## src/rtl/riscv_axi_bus_ctrl.sv

```systemverilog
// AXI4 single-master bus controller for the RISC-V fetch and data ports: one single-beat word
// transaction at a time. Define AXI_CTRL_ROUND_ROBIN_EN for round-robin arbitration instead of data priority.
module riscv_axi_bus_ctrl #(
  parameter int ADDR_W = 32,
  parameter int DATA_W = 32
) (
  input  logic                clk,
  input  logic                reset,
  input  logic                if_req,
  input  logic [ADDR_W-1:0]   if_addr,
  output logic [DATA_W-1:0]   if_rdata,
  output logic                if_stall,
  output logic                if_fault,
  input  logic                dm_req,
  input  logic                dm_we,
  input  logic [ADDR_W-1:0]   dm_addr,
  input  logic [DATA_W-1:0]   dm_wdata,
  input  logic [DATA_W/8-1:0] dm_wmask,
  output logic [DATA_W-1:0]   dm_rdata,
  output logic                dm_stall,
  output logic                dm_err,
  output logic [3:0]          aw_id,
  output logic [ADDR_W-1:0]   aw_addr,
  output logic [3:0]          aw_len,
  output logic [2:0]          aw_size,
  output logic [1:0]          aw_burst,
  output logic                aw_valid,
  input  logic                aw_ready,
  output logic [3:0]          w_id,
  output logic [DATA_W-1:0]   w_data,
  output logic [DATA_W/8-1:0] w_strb,
  output logic                w_last,
  output logic                w_valid,
  input  logic                w_ready,
  input  logic [3:0]          b_id,
  input  logic [1:0]          b_resp,
  input  logic                b_valid,
  output logic                b_ready,
  output logic [3:0]          ar_id,
  output logic [ADDR_W-1:0]   ar_addr,
  output logic [3:0]          ar_len,
  output logic [2:0]          ar_size,
  output logic [1:0]          ar_burst,
  output logic                ar_valid,
  input  logic                ar_ready,
  input  logic [3:0]          r_id,
  input  logic [DATA_W-1:0]   r_data,
  input  logic [1:0]          r_resp,
  input  logic                r_last,
  input  logic                r_valid,
  output logic                r_ready
);

  typedef enum logic [2:0] {IDLE, RD_ADDR, RD_DATA, WR_REQ, WR_RESP, DONE} state_t;

  localparam logic [3:0] IF_ID = 4'b1000;
  localparam logic [3:0] DM_ID = 4'b0000;

  state_t              state, state_nxt;
  logic                grant_dm;
  logic                pick_dm;
  logic                any_req;
  logic [ADDR_W-1:0]   sel_addr;
  logic [ADDR_W-1:0]   addr_q;
  logic [DATA_W-1:0]   wdata_q;
  logic [DATA_W/8-1:0] wmask_q;
  logic                aw_acc, w_acc;
  logic                unused_axi;

  assign any_req  = if_req | dm_req;
  assign sel_addr = pick_dm ? dm_addr : if_addr;

`ifdef AXI_CTRL_ROUND_ROBIN_EN
  // On a tie the requester that was not served last wins; lone requesters always win.
  logic last_dm;
  assign pick_dm = dm_req & (~if_req | ~last_dm);

  always_ff @(posedge clk or posedge reset) begin
    if (reset) begin
      last_dm <= 1'b0;
    end else if (state == IDLE && any_req) begin
      last_dm <= pick_dm;
    end
  end
`else
  assign pick_dm = dm_req;
`endif

  always_ff @(posedge clk or posedge reset) begin
    if (reset) begin
      state <= IDLE;
    end else begin
      state <= state_nxt;
    end
  end

  always_comb begin
    state_nxt = state;
    ar_valid  = 1'b0;
    r_ready   = 1'b0;
    aw_valid  = 1'b0;
    w_valid   = 1'b0;
    b_ready   = 1'b0;
    case (state)
      IDLE: begin
        if (any_req) begin
          state_nxt = (pick_dm && dm_we) ? WR_REQ : RD_ADDR;
        end
      end
      RD_ADDR: begin
        ar_valid = 1'b1;
        if (ar_ready) state_nxt = RD_DATA;
      end
      RD_DATA: begin
        r_ready = 1'b1;
        if (r_valid) state_nxt = DONE;
      end
      // AW and W complete independently; leave once both have been accepted.
      WR_REQ: begin
        aw_valid = ~aw_acc;
        w_valid  = ~w_acc;
        if ((aw_acc || aw_ready) && (w_acc || w_ready)) state_nxt = WR_RESP;
      end
      WR_RESP: begin
        b_ready = 1'b1;
        if (b_valid) state_nxt = DONE;
      end
      DONE:    state_nxt = IDLE;
      default: state_nxt = IDLE;
    endcase
  end

  always_ff @(posedge clk or posedge reset) begin
    if (reset) begin
      grant_dm <= 1'b0;
      addr_q   <= '0;
      wdata_q  <= '0;
      wmask_q  <= '0;
      aw_acc   <= 1'b0;
      w_acc    <= 1'b0;
      if_rdata <= '0;
      dm_rdata <= '0;
      if_fault <= 1'b0;
      dm_err   <= 1'b0;
    end else begin
      case (state)
        IDLE: begin
          if (any_req) begin
            grant_dm <= pick_dm;
            addr_q   <= {sel_addr[ADDR_W-1:2], 2'b00};
            wdata_q  <= dm_wdata;
            wmask_q  <= dm_wmask;
          end
        end
        WR_REQ: begin
          if (state_nxt == WR_RESP) begin
            aw_acc <= 1'b0;
            w_acc  <= 1'b0;
          end else begin
            if (aw_valid && aw_ready) aw_acc <= 1'b1;
            if (w_valid && w_ready)   w_acc  <= 1'b1;
          end
        end
        RD_DATA: begin
          if (r_valid) begin
            if (grant_dm) begin
              dm_rdata <= r_data;
              dm_err   <= (r_resp != 2'b00);
            end else begin
              if_rdata <= r_data;
              if_fault <= (r_resp != 2'b00);
            end
          end
        end
        WR_RESP: begin
          if (b_valid) dm_err <= (b_resp != 2'b00);
        end
        // Error flags are only meaningful during DONE.
        DONE: begin
          if_fault <= 1'b0;
          dm_err   <= 1'b0;
        end
        default: ;
      endcase
    end
  end

  assign if_stall = if_req & ~(state == DONE && !grant_dm);
  assign dm_stall = dm_req & ~(state == DONE && grant_dm);

  assign ar_id    = grant_dm ? DM_ID : IF_ID;
  assign ar_addr  = addr_q;
  assign ar_len   = 4'd0;
  assign ar_size  = 3'b010;
  assign ar_burst = 2'b00;
  assign aw_id    = grant_dm ? DM_ID : IF_ID;
  assign aw_addr  = addr_q;
  assign aw_len   = 4'd0;
  assign aw_size  = 3'b010;
  assign aw_burst = 2'b00;
  assign w_id     = aw_id;
  assign w_data   = wdata_q;
  assign w_strb   = wmask_q;
  assign w_last   = 1'b1;

  // Response IDs and r_last carry no information with a single outstanding beat.
  assign unused_axi = ^{b_id, r_id, r_last, sel_addr[1:0]};

endmodule

```

## config.mk

```make
export PLATFORM = sky130hd
export DESIGN_NAME = riscv_axi_bus_ctrl
export DESIGN_NICKNAME = d
export VERILOG_FILES = /design/src/rtl/riscv_axi_bus_ctrl.sv
export SDC_FILE = /design/constraint.sdc
export NUM_CORES = 1
export LEC_CHECK = 0
export BUFFER_PORTS_ARGS = -buffer_cell sky130_fd_sc_hd__buf_2
export CAP_MARGIN = 15
export CORE_AREA = 2 2 141 143
export DETAILED_ROUTE_END_ITERATION = 12
export DIE_AREA = 0 0 143 145
export PLACE_DENSITY_LB_ADDON = 0.12
export SLEW_MARGIN = 20
export SYNTH_ARGS = -nofsm -noshare
export SYNTH_HDL_FRONTEND = slang
export SYNTH_SLANG_ARGS = --single-unit
```

## constraint.sdc

```tcl
create_clock -name clk -period 4.9 [get_ports clk]
set_clock_uncertainty 0.1 [all_clocks]
set_input_delay 0.245 -clock clk [delete_from_list [all_inputs] [get_ports clk]]
set_output_delay 0.245 -clock clk [all_outputs]
set_load 0.03 [all_outputs]
```

[Yosys cells after proc, flatten, opt, wreduce, memory -nomap -nowiden]
Index checks and enable logic that the tools add are counted.
Word-level totals
  register bits: 138
  bits of input ports: 155
  word-level logic and storage cells: 77
  output and inout port bits: 204
Operators by class
  multiplexer cells: 25
  eq/ne operators: 10
  reduce and logical (&&, ||, !) cells: 23
  bitwise operators: 8
Operators with widths (number)
  32-bit two-way mux: 1
  3-bit two-way mux: 5
  3-bit one-hot mux with 5 select lines: 1
  1-bit two-way mux: 14
  2-bit nonzero test: 5
  3-bit == test, second input constant: 3
  3-bit AND reduction: 3
  2-bit inequality test, second input constant: 4
  3-bit by 2-bit == test with 1-bit output, second input constant: 2
  1-bit logical AND: 6
  2-bit AND reduction: 3
  1-bit inverter: 5
  4-bit two-way mux: 1
  4-bit AND reduction: 1
  3-bit by 1-bit == test with 1-bit output, second input constant: 1
  3-bit logical NOT: 1
  1-bit one-hot mux with 3 select lines: 1
  3-bit nonzero test: 1
  1-bit bitwise AND: 2
  1-bit logical OR: 2
  2-bit two-way mux: 1
  1-bit one-hot mux with 2 select lines: 1
  1-bit logical NOT: 1
  1-bit OR: 1

[Logic depth before layout (Yosys ltp)]
  depth in word-level cells: 7
  gate-level depth with buffers: 5
  gate-level depth less buffers: 3

[Least setup slack after synthesis]
No wires, ideal clock.
  path type: register to register
  start point: register state[0]
  end point: register dm_err
  cell stages (with the launch flop): 5
  setup slack: 3.041 ns
  arrival time: 1.692 ns
  period minus slack after synthesis: 1.859 ns
  required time: 4.734 ns
  buffers on the path: 1
  path through: dfrtp_1 clkbuf_1 nor3b_1 o2bb2ai_1 mux2_1
On the way
  longest elaborated chain between the ends: 3
  elaborated cells between the ends (all ways): 9
  classes of those cells: 6 x eq/ne; 1 x mux; 2 x reduce/logical
RTL lines
  start: declaration: RTL line 59  | state_t state, state_nxt;
  start signal: assignment: RTL line 93  | state <= state_nxt;
  3-bit by 2-bit == test with 1-bit output / 3-bit == test (equally long branches): RTL line 146  | case (state)
  2-bit inequality test (no line) / 3-bit nonzero test (equally long branches)
  4-bit AND reduction (no line)
  end signal: assignment: RTL line 168  | dm_err <= (r_resp != 2'b00);
  end signal: assignment: RTL line 176  | if (b_valid) dm_err <= (b_resp != 2'b00);
  end: declaration: RTL line 21  | output logic dm_err,
Parallel ways exist; a longest one is shown, timed or not.
A chain may end at the register's enable or synchronous reset.

[Worst setup path in the final report]
  start point: register state[0]
  end point: register addr_q[28] (netlist: ar_addr[28])
On the way
  longest elaborated chain between the ends: 2
RTL lines
  3-bit logical NOT: RTL line 146
  2-bit AND reduction (no line)
  end signal: assignment: RTL line 150  | addr_q <= {sel_addr[ADDR_W-1:2], 2'b00};
  end: declaration: RTL line 64  | logic [ADDR_W-1:0] addr_q;
Every way passes these cells.

==> flow_metrics.tcl <==
set metrics [dict create \
    drv_slew 0 \
    synth-main-ff-cell "dfrtp_1" \
    ys_ff_latch 138 \
    grt_use_total 0.154 \
    fin_nets 942 \
    rsz0062_at_grt "false" \
    dp.cells 961 \
    viasPerCell 4.28 \
    io_pins 359 \
    clkPwrFrac 0.197 \
    vias 4566 \
    gp_congestion 0.727 \
    drv_cap 0 \
    die_w_um 143 \
    synthArstFlopShare 1.00 \
    fin_area_um2 9100 \
    period_needed_ps 2360 \
    fin_util 0.474 \
    setup_tns_ps 0 \
    clkTransAtPathRegs_ps 60 \
    p_leak_nw 4.49 \
    synth_edf_count 0 \
    synth_cell_types 33 \
    postRouteAntennaNets 0 \
    cts.sink_count 138 \
    grt_overflow 0 \
    hold_viol_final 0 \
    power_switching_mw 3.06 \
    area_growth_pct 43.3 \
    synth.yosys.seq_area_share 0.544 \
    clock-root-buffer "clkbuf_16" \
    dpl-instance-area_um2 7750 \
    hold_class "primary input to register" \
    syn_area_per_cell_um2 14.6 \
    synth_commonest_cells "138 x dfrtp_1, 126 x mux2_2, 67 x buf_4, 30 x mux2_4, 8 x buf_6" \
    cts_tree "done" \
    yosysMostFrequentCell "dfrtp_1" \
    drc 0 \
    holdWs_ps 89.9 \
    clk_latency_ps 410 \
    antenna_found_initial 2 \
    setup_viol 0 \
    pre_cts_ws_ps 2390 \
    die_y_um 145 \
    hpwlAfterDp_um 11400 \
    detail_route.iter0.violations 99 \
    required_ps 5090 \
    max_freq_mhz 423 \
    seqPwrFrac 0.302 \
    vdd_ir_drop_max_mv 0.379 \
    yosysTopAreaCell "dfrtp_1" \
    die-area_um2 20700 \
    internal-power_mw 3.80 \
    initial_core_util 0.331 \
    rows 51 \
    wl_um 16000 \
    grt_pass1_wl_um 25200 \
    grt_max_degree 99 \
    finalPower_mw 6.86 \
    portBuffers 313 \
    synth_warnings 0 \
    synth_area_leaders "dfrtp_1 54%, mux2_2 22%, buf_4 7.9%" \
    combPwrFrac 0.501 \
    fin_crit_sh 0.483 \
    final_cells 1066 \
    swShare 0.446 \
    crit_fanout 67 \
    drive_gt1_frac 0.639 \
    outcome "finished, final reports clean" \
    crit_type "register to register" \
    slew_headroom 0.412 \
    grt_pass1_vias 4845 \
    worst_slew_pin_slew_ps 882 \
    cts_buffer_depth 2 \
    drt-wirelength-per-cell_um 15.0 \
    crit_path_start_kind "register" \
    synth_top_area_share 0.544 \
    fin_ws_ps 2540 \
    end_kind "register" \
    dr.pass1.iters 4 \
    core_um2 19200 \
    syn-cell-area_um2 6350 \
    powerDensity_nw_per_um2 754 \
    ctsHtreeMaxLevel 4 \
    postSynthCellCount 435 \
    cts_made_buffers 17 \
    arrival_ps 2550 \
]
==> registers in the layout, summed over array words and instances, names as in the netlist <==
name,flops
dm_rdata,32
if_rdata,32
w_data,32
ar_addr,30
w_strb,4
state,3
aw_acc,1
dm_err,1
grant_dm,1
if_fault,1
w_acc,1
==> kinds of logic after synthesis <==
| kind of cell | share of synthesized area |
|---|---|
| muxes | 0.303 |
| buffers and inverters | 0.102 |
| and+or+nand+nor | 0.0300 |
| DFF | 0.544 |
| other | 0.00118 |
| AOI/OAI and AO/OA | 0.0191 |
==> power groups by stage <==
stage | Clock (mW) | Combinational [mW] | Sequential, mW
finish | 1.35 | 3.44 | 2.07
global route | 1.44 | 3.62 | 2.16
CTS | 1.39 | 3.48 | 2.08
detailed placement | 0 | 3.43 | 2.09
global placement | 0 | 3.40 | 2.07
floorplan | 0 | 1.60 | 3.14
==> worst max-delay path, stage by stage, from the launching register on <==
cell and delay (ps):
dfrtp_1 510, nor3_2 340, o21a_2 180, buf_4 650, mux2_2 410
==> cell usage in the layout (no fill, tap or decap), types with 3 or more instances in the layout <==
| cell | instances |
|---|---|
| buf_2 | 313 |
| clkinv_4 | 3 |
| bufinv_16 | 3 |
| or2_2 | 3 |
| mux2_4 | 30 |
| nor2b_1 | 3 |
| mux2_1 | 5 |
| conb_1 | 32 |
| buf_4 | 3 |
| a21oi_1 | 6 |
| clkbuf_16 | 17 |
| mux2_2 | 126 |
| nand3b_1 | 4 |
| inv_6 | 4 |
| dlygate4sd3_1 | 72 |
| nor2_1 | 6 |
| dfrtp_1 | 138 |
| or3b_1 | 3 |
==> repair_timing <==
action / CTS / global route
endpoints found under the hold margin: 200 / 0
buffers inserted: 0 / 0
hold buffers: 72 / 0
gates resized for setup: 0 / 0
==> area by class of cell <==
class,instances,area (µm²)
Antenna cell,1,2.50
Timing Repair Buffer,388,2310
Tap cell,265,332
Inverter,3,16.3
Sequential cell,138,3450
Clock inverter,13,180
Multi-Input combinational cell,239,2360
Clock buffer,19,443
Fill cell,1746,10100
==> metal layers <==
layer / global-route usage / wire [µm]
met2: 0.276 / 8290
met4: 0.0455 / 166
met5: 0 / 7
met1: 0.167 / 6220
met3: 0.0578 / 1310
==> worst paths after layout <==
check	from	endpoint	slack (ps)	cells after the start
setup reg to reg	state[0]	ar_addr[28]	2540	4
hold reg to reg	dm_rdata[21]	dm_rdata[21]	390	1
setup / recovery	state[0]	ar_addr[28]	2540	4
min in group asynchronous	reset	w_strb[1]	470	3
max in group asynchronous	reset	ar_addr[2]	3100	4
hold / removal	if_req	grant_dm	90	3
(Power assumes the default switching activity.)
